$ cat config.mk
export PLATFORM = sky130hd
export DESIGN_NAME = lcd_driver
export DESIGN_NICKNAME = d
export VERILOG_FILES = /design/src/rtl/lcd_driver.sv
export SDC_FILE = /design/constraint.sdc
export NUM_CORES = 1
export LEC_CHECK = 0
export BUFFER_PORTS_ARGS = -buffer_cell sky130_fd_sc_hd__buf_2
export CORE_MARGIN = 3
export CORE_UTILIZATION = 55
export DETAILED_ROUTE_END_ITERATION = 10
export GPL_TIMING_DRIVEN = 0
export PLACE_DENSITY = 0.76
export REMOVE_ABC_BUFFERS = 1
export SETUP_SLACK_MARGIN = 0.5
export SLEW_MARGIN = 0
export SYNTH_ARGS = -nofsm -noshare
export SYNTH_HDL_FRONTEND = slang
export SYNTH_SLANG_ARGS = --single-unit
export TNS_END_PERCENT = 5
$ cat constraint.sdc
create_clock -name i_clk -period 7.6 [get_ports i_clk]
set_input_delay 0.38 -clock i_clk [delete_from_list [all_inputs] [get_ports i_clk]]
set_output_delay 0.38 -clock i_clk [all_outputs]
set_load 0.05 [all_outputs]
$ cat src/rtl/lcd_driver.sv
// ---------------------------------------------------------------------------
// lcd_driver
//
// Hardware controller for an HD44780-style character LCD. Command and data
// bytes arrive from the CPU through a valid/ready write port. They are
// buffered in a small FIFO and then shifted out one at a time. Each byte
// gets a guaranteed setup time, an enable pulse width, a hold time and an
// execution wait. Clear and home commands get the longer wait.
//
// Optional feature macro: LCD_INIT_EN
//   When defined, the controller waits 8*T_CLEAR cycles after reset. It then
//   issues the power-on command sequence 0x38, 0x0C, 0x06, 0x01 before it
//   serves any queued byte. Writes keep queueing during that time.
//
// Ports:
//   i_clk       single clock
//   i_rst_n     asynchronous active-low reset
//   i_wr_vld    write request
//   i_wr_rs     register select of the written byte (0 command, 1 data)
//   i_wr_data   byte to send
//   o_wr_rdy    FIFO not full (write is accepted when vld && rdy)
//   i_lcd_on    LCD power/backlight request
//   o_busy      FIFO non-empty or a transfer in progress
//   o_lcd_data  LCD data bus
//   o_lcd_rs    LCD register select
//   o_lcd_rw    LCD read/write (tied to write)
//   o_lcd_en    LCD enable strobe
//   o_lcd_on    registered i_lcd_on
//   o_io_lcd    packed pin mirror {on, 20'b0, en, rs, rw, data}
// ---------------------------------------------------------------------------
module lcd_driver #(
  parameter int T_SETUP    = 2,
  parameter int T_PULSE    = 12,
  parameter int T_HOLD     = 2,
  parameter int T_EXEC     = 2000,
  parameter int T_CLEAR    = 82000,
  parameter int FIFO_DEPTH = 8
) (
  input  logic        i_clk,
  input  logic        i_rst_n,
  input  logic        i_wr_vld,
  input  logic        i_wr_rs,
  input  logic [7:0]  i_wr_data,
  output logic        o_wr_rdy,
  input  logic        i_lcd_on,
  output logic        o_busy,
  output logic [7:0]  o_lcd_data,
  output logic        o_lcd_rs,
  output logic        o_lcd_rw,
  output logic        o_lcd_en,
  output logic        o_lcd_on,
  output logic [31:0] o_io_lcd
);

  localparam int AW = $clog2(FIFO_DEPTH);

  // The counter must hold the largest wait it is ever loaded with.
  localparam int MAX_A = (T_SETUP > T_PULSE) ? T_SETUP : T_PULSE;
  localparam int MAX_B = (MAX_A > T_HOLD) ? MAX_A : T_HOLD;
  localparam int MAX_C = (MAX_B > T_EXEC) ? MAX_B : T_EXEC;
  localparam int MAX_D = (MAX_C > T_CLEAR) ? MAX_C : T_CLEAR;
`ifdef LCD_INIT_EN
  localparam int MAX_T = ((8 * T_CLEAR) > MAX_D) ? (8 * T_CLEAR) : MAX_D;
`else
  localparam int MAX_T = MAX_D;
`endif
  localparam int CW = $clog2(MAX_T) + 1;

  localparam logic [CW-1:0] LD_SETUP = CW'(T_SETUP - 1);
  localparam logic [CW-1:0] LD_PULSE = CW'(T_PULSE - 1);
  localparam logic [CW-1:0] LD_HOLD  = CW'(T_HOLD - 1);
  localparam logic [CW-1:0] LD_EXEC  = CW'(T_EXEC - 1);
  localparam logic [CW-1:0] LD_CLEAR = CW'(T_CLEAR - 1);
`ifdef LCD_INIT_EN
  localparam logic [CW-1:0] LD_INIT  = CW'(8 * T_CLEAR - 1);
`endif

  typedef enum logic [2:0] {
    ST_IDLE,
    ST_SETUP,
    ST_PULSE,
    ST_HOLD,
    ST_EXEC,
    ST_INIT
  } state_t;

  state_t        state, state_nxt;
  logic [CW-1:0] cnt, cnt_nxt;

  logic [8:0]    fifo_mem [FIFO_DEPTH];
  logic [AW-1:0] wr_ptr, rd_ptr;
  logic [AW:0]   count, count_nxt;
  logic          full, empty, push, pop;

  logic          lcd_rs, lcd_rs_nxt;
  logic [7:0]    lcd_data, lcd_data_nxt;
  logic          lcd_en, lcd_on, busy, busy_nxt;
  logic          is_long_cmd;

`ifdef LCD_INIT_EN
  logic [2:0]    init_idx, init_idx_nxt;
  logic          init_pending;
  logic [7:0]    init_cmd;
`endif

  // Fullness comes from the registered count only, so a full FIFO refuses
  // a write even on a cycle where the FSM pops.
  assign full  = (count == (AW + 1)'(FIFO_DEPTH));
  assign empty = (count == '0);
  assign push  = i_wr_vld && !full;

  // Clear (0x01) and home (0x02/0x03) commands need the long execution wait.
  assign is_long_cmd = !lcd_rs &&
                       ((lcd_data == 8'h01) || (lcd_data == 8'h02) || (lcd_data == 8'h03));

`ifdef LCD_INIT_EN
  assign init_pending = (init_idx < 3'd4);

  always_comb begin
    case (init_idx)
      3'd0:    init_cmd = 8'h38;
      3'd1:    init_cmd = 8'h0C;
      3'd2:    init_cmd = 8'h06;
      default: init_cmd = 8'h01;
    endcase
  end
`endif

  always_comb begin
    case ({push, pop})
      2'b10:   count_nxt = count + 1'b1;
      2'b01:   count_nxt = count - 1'b1;
      default: count_nxt = count;
    endcase
  end

  // FIFO storage has no reset; only the pointers and count define contents.
  always_ff @(posedge i_clk) begin
    if (push) begin
      fifo_mem[wr_ptr] <= {i_wr_rs, i_wr_data};
    end
  end

  // Pointers wrap naturally because the depth is a power of two.
  always_ff @(posedge i_clk or negedge i_rst_n) begin
    if (!i_rst_n) begin
      wr_ptr <= '0;
      rd_ptr <= '0;
      count  <= '0;
    end else begin
      if (push) wr_ptr <= wr_ptr + 1'b1;
      if (pop)  rd_ptr <= rd_ptr + 1'b1;
      count <= count_nxt;
    end
  end

  // Transfer sequencer. Each phase loads the counter with its length minus one
  // and moves on once the counter reaches zero. RS/DATA are only changed when
  // a new byte is launched from IDLE, so they stay put between transfers.
  always_comb begin
    state_nxt    = state;
    cnt_nxt      = cnt;
    pop          = 1'b0;
    lcd_rs_nxt   = lcd_rs;
    lcd_data_nxt = lcd_data;
`ifdef LCD_INIT_EN
    init_idx_nxt = init_idx;
`endif
    case (state)
      ST_IDLE: begin
`ifdef LCD_INIT_EN
        if (init_pending) begin
          lcd_rs_nxt   = 1'b0;
          lcd_data_nxt = init_cmd;
          init_idx_nxt = init_idx + 1'b1;
          state_nxt    = ST_SETUP;
          cnt_nxt      = LD_SETUP;
        end else
`endif
        if (!empty) begin
          pop                        = 1'b1;
          {lcd_rs_nxt, lcd_data_nxt} = fifo_mem[rd_ptr];
          state_nxt                  = ST_SETUP;
          cnt_nxt                    = LD_SETUP;
        end
      end
      ST_SETUP: begin
        if (cnt == '0) begin
          state_nxt = ST_PULSE;
          cnt_nxt   = LD_PULSE;
        end else begin
          cnt_nxt = cnt - 1'b1;
        end
      end
      ST_PULSE: begin
        if (cnt == '0) begin
          state_nxt = ST_HOLD;
          cnt_nxt   = LD_HOLD;
        end else begin
          cnt_nxt = cnt - 1'b1;
        end
      end
      ST_HOLD: begin
        if (cnt == '0) begin
          state_nxt = ST_EXEC;
          cnt_nxt   = is_long_cmd ? LD_CLEAR : LD_EXEC;
        end else begin
          cnt_nxt = cnt - 1'b1;
        end
      end
      ST_EXEC, ST_INIT: begin
        if (cnt == '0) begin
          state_nxt = ST_IDLE;
        end else begin
          cnt_nxt = cnt - 1'b1;
        end
      end
      default: begin
        state_nxt = ST_IDLE;
        cnt_nxt   = '0;
      end
    endcase
  end

  // Busy is registered from next-state values so it drops exactly on the edge
  // that enters IDLE with nothing left to send, and is 0 during reset.
  always_comb begin
    busy_nxt = (count_nxt != '0) || (state_nxt != ST_IDLE);
`ifdef LCD_INIT_EN
    if (init_idx_nxt < 3'd4) busy_nxt = 1'b1;
`endif
  end

  // EN is registered from the next state so the strobe is glitch-free and
  // drops asynchronously with reset.
  always_ff @(posedge i_clk or negedge i_rst_n) begin
    if (!i_rst_n) begin
`ifdef LCD_INIT_EN
      state    <= ST_INIT;
      cnt      <= LD_INIT;
      init_idx <= '0;
`else
      state    <= ST_IDLE;
      cnt      <= '0;
`endif
      lcd_rs   <= 1'b0;
      lcd_data <= '0;
      lcd_en   <= 1'b0;
      busy     <= 1'b0;
    end else begin
      state    <= state_nxt;
      cnt      <= cnt_nxt;
`ifdef LCD_INIT_EN
      init_idx <= init_idx_nxt;
`endif
      lcd_rs   <= lcd_rs_nxt;
      lcd_data <= lcd_data_nxt;
      lcd_en   <= (state_nxt == ST_PULSE);
      busy     <= busy_nxt;
    end
  end

  // Power/backlight request is simply retimed, independent of transfers.
  always_ff @(posedge i_clk or negedge i_rst_n) begin
    if (!i_rst_n) begin
      lcd_on <= 1'b0;
    end else begin
      lcd_on <= i_lcd_on;
    end
  end

  assign o_wr_rdy   = !full;
  assign o_busy     = busy;
  assign o_lcd_data = lcd_data;
  assign o_lcd_rs   = lcd_rs;
  assign o_lcd_rw   = 1'b0;
  assign o_lcd_en   = lcd_en;
  assign o_lcd_on   = lcd_on;
  assign o_io_lcd   = {lcd_on, 20'b0, lcd_en, lcd_rs, 1'b0, lcd_data};

endmodule

==> results of run 1 <==
[registers in the layout, indices dropped and copies added, names as in the netlist, 3 cells and up]
name	count
count	4
rd_ptr	3
state	3
o_lcd_data	8
fifo_mem	72
cnt	18
wr_ptr	3
[layout by cell type, fill, tap and decap left out, drive strengths merged, types with 8 or more instances in the layout]
cell type,count
a21oi,12
a31oi,8
buf,40
clkbuf,17
conb,22
dfrtp,43
edfxtp,72
inv,12
mux2i,11
mux4,18
nand2,34
nand3,14
nor2,21
nor3,9
nor4,10
o21ai,24
[kinds of logic after synthesis]
| logic type | synth area share (%) |
|---|---|
| adders and majority gates | 1.398 |
| DFF | 60.28 |
| xor gates and xnor gates | 1.468 |
| muxes | 10.02 |
| other | 0.06981 |
| buffers and inverters | 6.708 |
| and+or+nand+nor | 10.85 |
| AOI/OAI and AO/OA | 9.202 |
[routing by layer]
layer / up-vias / GRT usage (%) / share of wire [%]
met1: 1667 / 28.00 / 42
li1: 1589 / - / -
met5: - / 0 / 0
met4: 0 / 6.654 / 0.90
met2: 139 / 34.19 / 50
met3: 12 / 6.424 / 7.0
[area by class of cell]
cell class | instances | share of cell area [%]
sequential | 115 | 52.42
timing repair buffer | 41 | 3.565
clock inverter | 14 | 3.322
clock buffer | 17 | 6.704
multi-input combinational | 257 | 30.71
inverter | 11 | 0.6684
tap | 129 | 2.613
[what timing repair did]
| item | in CTS | in global routing |
|---|---|---|
| hold buffers | 1 | 0 |
| setup buffers | 0 | 0 |
| hold endpoints to repair | 1 | 0 |
| resized for setup | 0 | 0 |
[through the flow]
stage	instance area (um2)	util (%)
floorplan	5131	-
global placement	5473	58.40
detailed placement	5548	59.20
CTS	6177	65.91
global route	6177	65.91
finish	6177	65.91
[path summary, 6_finish.rpt]
| kind | start | slack (ps) | end | cells after the start |
|---|---|---|---|---|
| max | count[1] | 3680 | o_busy | 9 |
| min | i_rst_n | 10 | cnt[3] | 1 |
| max reg2reg | count[1] | 3680 | o_busy | 9 |
| min reg2reg | o_lcd_rs | 520 | o_lcd_rs | 2 |
| max in group asynchronous | i_rst_n | 7000 | cnt[10] | 1 |
| min in group i_clk | i_wr_data[4] | 120 | fifo_mem[7][4] | 1 |
[where the power goes]
part	internal (uW)	switching, uW
Combinational	328	552
Clock	535	285
Sequential	823	209
==> run_results.csv, run 1 <==
group,metric,value,unit
timing,post-route-period-util,51.57,%
floorplan,initial_core_util,57.32,%
routing,drc_errors,0,
finish,fillers,682,
synthesis,ys_seq_area_share,60.28,%
floorplan,rows,35,
finish,drive_gt1_share,22.42,%
timing,relSlewSlack,19.66,%
global_routing,overflow,0,
finish,final_cells,584,
power_and_ir_drop,total_power,2732,uW
finish,regArea,0.003238,mm2
timing,fin_crit,3919,ps
floorplan,die_height,104.8,um
synthesis,synthTopCellsByCount,"edfxtp_1 (72), dfrtp_1 (43), nand2_1 (34)",
global_routing,grt_start_max_net_pins,44,
critical_path,crit_family,"simple AND/OR/NAND/NOR gates",
critical_path,path_buf_inv,1,
synthesis,postSynthCellCount,413,
timing,finalSetupTns,0,ps
routing,via_count,3407,
synthesis,yosysMostFrequentCell,"edfxtp_1",
synthesis,yosys.area.top_type,"edfxtp_1",
synthesis,synthArstFlopShare,37.39,%
synthesis,synth_ff_type,"edfxtp_1",
finish,num_antenna_cells,0,
synthesis,synthesis.area,0.005371,mm2
routing,finalWirelength,10.73,mm
clocking,cts_htree_levels,4,
min_path,hold_path.class,"in -> async",
timing,tightest_slew,1205,ps
clocking,numCtsBuffers,17,
placed_design,gp_congestion,0.9613,
floorplan,core_area,0.009371,mm2
global_routing,antenna_found_initial,0,
synthesis,ys.warnings.count,0,
floorplan,design.die.area,0.01099,mm2
flow_run,max_cap_viol_count,0,
timing,hold_ws,14.13,ps
routing,postRouteAntennaNets,0,
finish,area_growth,15.00,%
synthesis,syn_avg_cell_area,13.01,um2
clocking,cts.sinks,115,
synthesis,synth_edf_count,72,
power_and_ir_drop,ir_drop,0.0002432,V
timing,fin_skew,6.707,ps
timing,max_freq,255.2,MHz
synthesis,ys_seq_elements,115,
status,status,"finished clean",
critical_path,worst_ep_arrival_time,4280,ps
floorplan,io_pins,59,
critical_path,worst_setup_path_start_kind,"register",
finish,multi_input_area,0.001897,mm2
global_routing,grt_usage,21.27,%
placed_design,dp_slack,3673,ps
routing,post_drt_wl_per_cell,18.37,um
timing,setup-violations-final,0,
placed_design,port_buffers,36,
placed_design,hpwl,7.129,mm
floorplan,fp.dieW,104.8,um
power_and_ir_drop,power_density,442.2,mW/mm2
critical_path,critPathCaptureType,"register",
clocking,clk_latency,520,ps
clocking,ctsLongestPathBuffers,2,
routing,drtIter0Drc,257,
critical_path,slowest_stage,"nor4_1",
synthesis,synth_top_cell_area_share,40.25,%
routing,first_pass_iters,5,
timing,fin_ws,3681,ps
critical_path,required,7960,ps
critical_path,cpPeakStageDelay,800,ps
synthesis,ys_types,57,
synthesis,ys_top_cells_by_area,"edfxtp_1 (40%), dfrtp_1 (20%), mux4_2 (7.5%)",
timing,grt_setup_unrepaired,"false",
global_routing,grt_first_pass_wirelength,17.80,mm
routing,via_per_inst,5.834,
finish,nets,462,
clocking,root_buffer,"clkbuf_8",
placed_design,dp.cells,552,
critical_path,path_cells,"nor4_1, nand2b_1, inv_1, ha_1, or3b_2, nor3_1, mux2i_1, a21boi_0, o2111ai_1",
critical_path,crit_fanout,22,
timing,hold_violations,0,
clocking,clkTransAtPathRegs,60,ps
power_and_ir_drop,p_leak,0.002367,uW
clocking,cts_tree,"yes",
critical_path,crit_type,"reg -> reg",
global_routing,grt_pass1_vias,3342,
timing,slew_violations,0,
Note: power is estimated with default switching activity, not from simulation.
==> run 2: changes to the inputs <==
==> constraint.sdc (replaced) <==
create_clock -name i_clk -period 4.1 [get_ports i_clk]
set_input_delay 0.205 -clock i_clk [delete_from_list [all_inputs] [get_ports i_clk]]
set_output_delay 0.205 -clock i_clk [all_outputs]
set_load 0.05 [all_outputs]
==> run 2 against run 1 <==
Compared with the run above: design area rose by 2.0%; register-to-register slack got worse by 2700 ps; critical endpoint unchanged; fmax rose by 24%; sequential share of layout area fell by 1.0 points; first-iteration DRC count fell by 4.3%; total power rose by 87%; flip-flop and latch count did not move; sequential power rose by 86%.
==> run_results.csv, run 2 (synthesized netlist as in run 1, its figures left out) <==
group,metric,value,unit
status,status,"finished clean",
finish,final_cells,594,
clocking,numCtsBuffers,17,
global_routing,busiest_layer,"met2",
floorplan,fp.dieW,104.8,um
global_routing,grt_usage,21.43,%
min_path,whs_path_depth,3,
timing,relSlewSlack,19.10,%
finish,final_common_cell,"edfxtp_1",
finish,regArea,0.003238,mm2
finish,regMostFlops,"fifo_mem",
placed_design,dp.cells,552,
clocking,clkTransAtPathRegs,60,ps
critical_path,path_cells,"or4b_1, nand2_1, ha_1, or3b_2, nor3_1, mux2i_1, a21boi_0, o2111ai_1",
global_routing,grt_start_max_net_pins,44,
finish,largest_reg_flops,72,
critical_path,worst_ep_arrival_time,3520,ps
power_and_ir_drop,ir_drop,0.0004543,V
clocking,root_buffer,"clkbuf_8",
timing,slew_violations,0,
global_routing,met3_usage,6.424,%
finish,fillers,667,
critical_path,required,4470,ps
placed_design,port_buffers,36,
timing,hold_violations,0,
routing,finalWirelength,10.94,mm
timing,fin_skew,7.294,ps
routing,via_count,3465,
timing,setup-violations-final,0,
global_routing,overflow,0,
finish,nets,472,
finish,final_cell_mix,"edfxtp_1 (72), dfrtp_1 (43), buf_2 (36)",
global_routing,use_met1,28.13,%
clocking,ctsLongestPathBuffers,2,
global_routing,grt_pass1_vias,3375,
min_path,hold_path.class,"in -> reg",
timing,fin_crit,3152,ps
floorplan,io_pins,59,
floorplan,die_height,104.8,um
critical_path,worst_setup_path_start_kind,"register",
critical_path,crit_type,"reg -> reg",
critical_path,crit_start,"count[0]",
critical_path,critPathCaptureType,"register",
critical_path,cpPeakStageDelay,680,ps
floorplan,rows,35,
power_and_ir_drop,p_leak,0.002413,uW
critical_path,cp-endpoint,"o_busy",
flow_run,max_cap_viol_count,0,
critical_path,slowest_stage,"or4b_1",
timing,tightest_slew,1213,ps
critical_path,crit_fanout,7,
critical_path,r2r_end,"o_busy",
routing,drtIter0Drc,246,
finish,multi_input_area,0.001919,mm2
placed_design,gp_congestion,0.9613,
routing,postRouteAntennaNets,0,
routing,first_pass_iters,5,
clocking,clk_latency,520,ps
timing,finalSetupTns,0,ps
critical_path,regToRegSetupSlack,950,ps
timing,post-route-period-util,76.88,%
floorplan,design.die.area,0.01099,mm2
global_routing,grt_first_pass_wirelength,17.95,mm
clocking,cts.sinks,115,
routing,drc_errors,0,
floorplan,initial_core_util,57.32,%
clocking,postCtsSetupBuffers,0,
routing,via_per_inst,5.833,
clocking,cts_tree,"yes",
finish,num_antenna_cells,0,
floorplan,core_area,0.009371,mm2
global_routing,antenna_found_initial,0,
timing,grt_setup_unrepaired,"false",
clocking,cts_htree_levels,4,
critical_path,r2r_cells,8,
routing,post_drt_wl_per_cell,18.41,um
timing,max_freq,317.2,MHz
placed_design,hpwl,7.129,mm
power_and_ir_drop,power_density,808.9,mW/mm2
finish,area_growth,17.28,%
finish,drive_gt1_share,22.37,%
global_routing,grtUsageMet2,34.60,%
finish,final_util,67.22,%
critical_path,regToRegStartpoint,"count[0]",
run 2: cell count changes in the layout (fill, tap and decap cells not counted):
cell and change:
dlygate4sd3_1 +10, nand2b_1 -1, nand2b_4 +1, nor4_1 -1, nor4_4 +1
run 2: worst max-delay path: cells and delay by family (launching register included):
family / cells / cell delay [ps]
DFF: 1 / 460
AOI/OAI and AO/OA: 2 / 430
and+or+nand+nor: 4 / 1630
adders and majority gates: 1 / 370
muxes: 1 / 110
run 2: how the worst min path moves through the flow:
stage | start | endpoint | slack [ps]
final | i_wr_vld | wr_ptr[2] | 20
after global routing | i_wr_vld | wr_ptr[2] | 20
after CTS | i_wr_vld | wr_ptr[2] | 5
after detailed placement | i_lcd_on | o_lcd_on | 320
after global placement | i_lcd_on | o_lcd_on | 320
after floorplan | i_rst_n | cnt[0] | -90
run 2: stage by stage:
step,hold WS [ps],total power (uW),worst slack (ps),cell area (um2)
5_1_grt,21.35,5382,655.3,6300
3_5_place_dp,317.8,3546,173.2,5548
2_1_floorplan,-90.59,3058,851.0,5131
3_3_place_gp,316.0,3450,250.3,5473
6_report,21.81,5096,947.9,6300
4_1_cts,5.173,5106,695.0,6286
run 2: area by class of cell:
cell class | instances | area share [%]
clock buffer | 17 | 6.574
clock inverter | 14 | 3.257
inverter | 11 | 0.6554
multi-input combinational | 257 | 30.47
sequential | 115 | 51.40
tap | 129 | 2.562
timing repair buffer | 51 | 5.084
run 2: per-layer routing:
metal | wire [um] | up-vias
li1 | - | 1615
met1 | 4617 | 1701
met2 | 5491 | 138
met3 | 717 | 11
met4 | 111 | 0
met5 | 0 | -
run 2: report_power, final:
group / internal [uW] / switching (uW) / total, uW
clock: 992 / 533 / 1520
sequential: 1530 / 400 / 1920
combinational: 620 / 1030 / 1650
run 2: repair_timing:
item,in CTS,in global routing
hold buffers,11,0
endpoints found under the setup margin,2,2
gates resized for setup,2,2
endpoints found under the hold margin,116,0
cloned,0,0
==> run 3: changes to the inputs <==
--- a/config.mk
+++ b/config.mk
@@ -5,12 +5,13 @@
 export SDC_FILE = /design/constraint.sdc
 export NUM_CORES = 1
 export LEC_CHECK = 0
+export ABC_AREA = 1
 export BUFFER_PORTS_ARGS = -buffer_cell sky130_fd_sc_hd__buf_2
 export CORE_MARGIN = 3
 export CORE_UTILIZATION = 55
 export DETAILED_ROUTE_END_ITERATION = 10
 export GPL_TIMING_DRIVEN = 0
-export PLACE_DENSITY = 0.76
+export PLACE_DENSITY = 0.75
 export REMOVE_ABC_BUFFERS = 1
 export SETUP_SLACK_MARGIN = 0.5
 export SLEW_MARGIN = 0
==> constraint.sdc (replaced) <==
create_clock -name i_clk -period 2.9 [get_ports i_clk]
set_input_delay 0.145 -clock i_clk [delete_from_list [all_inputs] [get_ports i_clk]]
set_output_delay 0.145 -clock i_clk [all_outputs]
set_load 0.05 [all_outputs]
==> run 3 against run 2 <==
Compared with the run above: first-iteration DRC count up 18%; non-clock buffer count fell by 1; sequential share of layout area down 0.60 points; worst hold slack better by 260 ps; synthesized area grew 3.2%; clock-buffer cell count stayed put; flip-flop and latch count did not move; utilization fell by 2.0 points; design area increased by 1.3%; highest routed layer unchanged.
==> run_results.csv, run 3 <==
group,metric,value,unit
status,status,"finished clean",
clocking,cts_tree,"yes",
timing,fin_ws,525.9,ps
clocking,clkTransAtPathRegs,60,ps
routing,via_per_inst,5.263,
synthesis,postSynthCellCount,554,
timing,fin_crit,2374,ps
routing,via_count,3905,
timing,slew_violations,0,
floorplan,initial_core_util,56.73,%
floorplan,design.die.area,0.01132,mm2
floorplan,die_height,106.4,um
placed_design,port_buffers,36,
global_routing,grt_usage,21.30,%
power_and_ir_drop,ir_drop,0.0006779,V
routing,post_drt_wl_per_cell,15.60,um
critical_path,path_cells,"inv_2, nand3_4, nor2_4, nand2_2, nand2_1, nand2_1, inv_1, ha_1, o21ai_0, inv_1, or2_2, nor2_1, nand2_1, nor2_2, nand3_1",
synthesis,synth_ff_type,"edfxtp_1",
synthesis,synthesis.area,0.005545,mm2
finish,num_antenna_cells,0,
global_routing,grt_pass1_vias,3717,
synthesis,synth_edf_count,72,
timing,tightest_slew,1031,ps
routing,first_pass_iters,6,
synthesis,synthTopCellsByCount,"nand2_1 (89), nor2_1 (81), edfxtp_1 (72)",
global_routing,grt_start_max_net_pins,44,
routing,drc_errors,0,
timing,grt_setup_unrepaired,"true",
critical_path,path_common_cell,"nand2_1",
finish,area_growth,15.03,%
timing,post-route-period-util,81.87,%
clocking,ctsLongestPathBuffers,2,
min_path,hold_path.class,"in -> reg",
critical_path,cpPeakStageDelay,420,ps
synthesis,yosys.area.top_type,"edfxtp_1",
global_routing,use_met1,26.86,%
floorplan,fp.dieW,106.4,um
finish,nets,615,
global_routing,grt_first_pass_wirelength,18.37,mm
finish,final_common_cell,"nand2_1",
power_and_ir_drop,total_power,4521,uW
synthesis,ys_seq_elements,115,
power_and_ir_drop,p_leak,0.002625,uW
synthesis,synth_top_cell_area_share,38.99,%
critical_path,slowest_stage,"dfrtp_1",
critical_path,required,3290,ps
placed_design,placed_cell_area,0.005633,mm2
synthesis,yosysMostFrequentCell,"nand2_1",
global_routing,grtUsageMet2,34.93,%
placed_design,dp_slack,-538.3,ps
synthesis,synthArstFlopShare,37.39,%
synthesis,ys_seq_area_share,58.39,%
power_and_ir_drop,power_density,708.8,mW/mm2
synthesis,ys_top_cells_by_area,"edfxtp_1 (39%), dfrtp_1 (19%), nand2_1 (6.0%)",
global_routing,met3_usage,6.861,%
clocking,cts_htree_levels,4,
synthesis,syn_avg_cell_area,10.01,um2
critical_path,worst_setup_path_start_kind,"register",
finish,drive_gt1_share,17.57,%
placed_design,hpwl,7.127,mm
finish,fillers,749,
timing,relSlewSlack,30.99,%
finish,final_cell_mix,"nand2_1 (88), nor2_1 (79), edfxtp_1 (72)",
clocking,numCtsBuffers,17,
critical_path,worst_ep_arrival_time,2760,ps
critical_path,crit_type,"reg -> reg",
timing,hold_violations,0,
clocking,cts.sinks,115,
timing,fin_skew,16.77,ps
critical_path,critPathCaptureType,"register",
clocking,clk_latency,520,ps
synthesis,ys.warnings.count,0,
routing,finalWirelength,11.58,mm
floorplan,core_area,0.009774,mm2
finish,final_area,0.006379,mm2
synthesis,ys_types,41,
flow_run,max_cap_viol_count,0,
placed_design,gp_congestion,0.8882,
clocking,root_buffer,"clkbuf_8",
finish,regMostFlops,"fifo_mem",
routing,drtIter0Drc,290,
routing,postRouteAntennaNets,0,
global_routing,antenna_found_initial,0,
finish,final_util,65.26,%
global_routing,busiest_layer,"met2",
global_routing,overflow,0,
critical_path,crit_fanout,6,
floorplan,io_pins,59,
timing,setup-violations-final,0,
floorplan,rows,36,
finish,largest_reg_flops,72,
timing,max_freq,421.2,MHz
-- run 3: cell count changes after synthesis, sizes merged, moves of 8 or more --
cell	change
nor2	+70
mux4	-18
nand3	+12
mux2i	-11
nand2	+62
o211ai	+8
nor4	-10
inv	+40
o22ai	+9
o21ai	+31
-- run 3: cell type report --
class                           instances  area, um2  area share [%]
Inverter                               51      197.7           3.099
Clock buffer                           17      414.1           6.493
Multi-Input combinational cell        361       1889           29.62
Timing Repair Buffer                   50      315.3           4.943
Sequential cell                       115       3241           50.80
Tap cell                              133      166.4           2.609
Clock inverter                         15      155.1           2.432
-- run 3: path summary, 6_finish.rpt --
kind                       slack [ps]         to  cells after the start  startpoint
min                               280   o_lcd_on                      2    i_lcd_on
min in group asynchronous         330  rd_ptr[1]                      2     i_rst_n
max                               530     o_busy                     15    state[1]
min reg2reg                       480     cnt[1]                      2      cnt[1]
max in group asynchronous        1910   state[2]                      2     i_rst_n
max reg2reg                       530     o_busy                     15    state[1]
-- run 3: cell families (layout without fill, tap and decap cells) --
| group | count (synthesis) | in the layout | synth area share [%] |
|---|---|---|---|
| simple gates | 224 | 225 | 18.37 |
| xor+xnor | 15 | 15 | 2.369 |
| flops | 115 | 115 | 58.39 |
| buf+inv | 100 | 133 | 9.612 |
| compound gates | 93 | 93 | 9.838 |
| other cells | 1 | 22 | 0.06762 |
| fa+ha+maj | 6 | 6 | 1.354 |
-- run 3: per-layer routing --
layer,wire (um),part of all wire [%]
met5,0,0
met4,128,1.1
met3,884,7.6
met2,5742,50
met1,4820,42
-- run 3: timing repair --
item	CTS	global route
endpoints found under the hold margin	117	0
hold buffers	12	0
gates resized for setup	7	7
gates cloned	0	1
setup endpoints to repair	10	20
pin swaps	2	2
buffers inserted	0	2
-- run 3: stage by stage --
step / setup TNS [ps] / std cells / hold WS (ps)
2_1_floorplan: 0 / 526 / -150.6
3_5_place_dp: -4186 / 695 / 255.9
5_1_grt: 0 / 742 / 249.8
6_report: 0 / 742 / 278.0
3_3_place_gp: -2501 / 695 / 253.9
4_1_cts: 0 / 739 / 240.8
-- run 3: critical path, delay by kind of cell (launching register included) --
| family | cells | cell delay [ps] |
|---|---|---|
| and+or+nand+nor | 10 | 1230 |
| DFF | 1 | 420 |
| buffers and inverters | 3 | 250 |
| adders and majority gates | 1 | 210 |
| AOI/OAI and AO/OA | 1 | 160 |
-- run 3: power breakdown --
| group | leakage, uW | total [uW] | internal, uW | switching [uW] |
|---|---|---|---|---|
| clock network | 0.000278 | 1980 | 1230 | 754 |
| logic | 0.00119 | 516 | 135 | 380 |
| registers | 0.00115 | 2030 | 1940 | 82.7 |
| total | 0.00262 | 4520 | 3300 | 1220 |
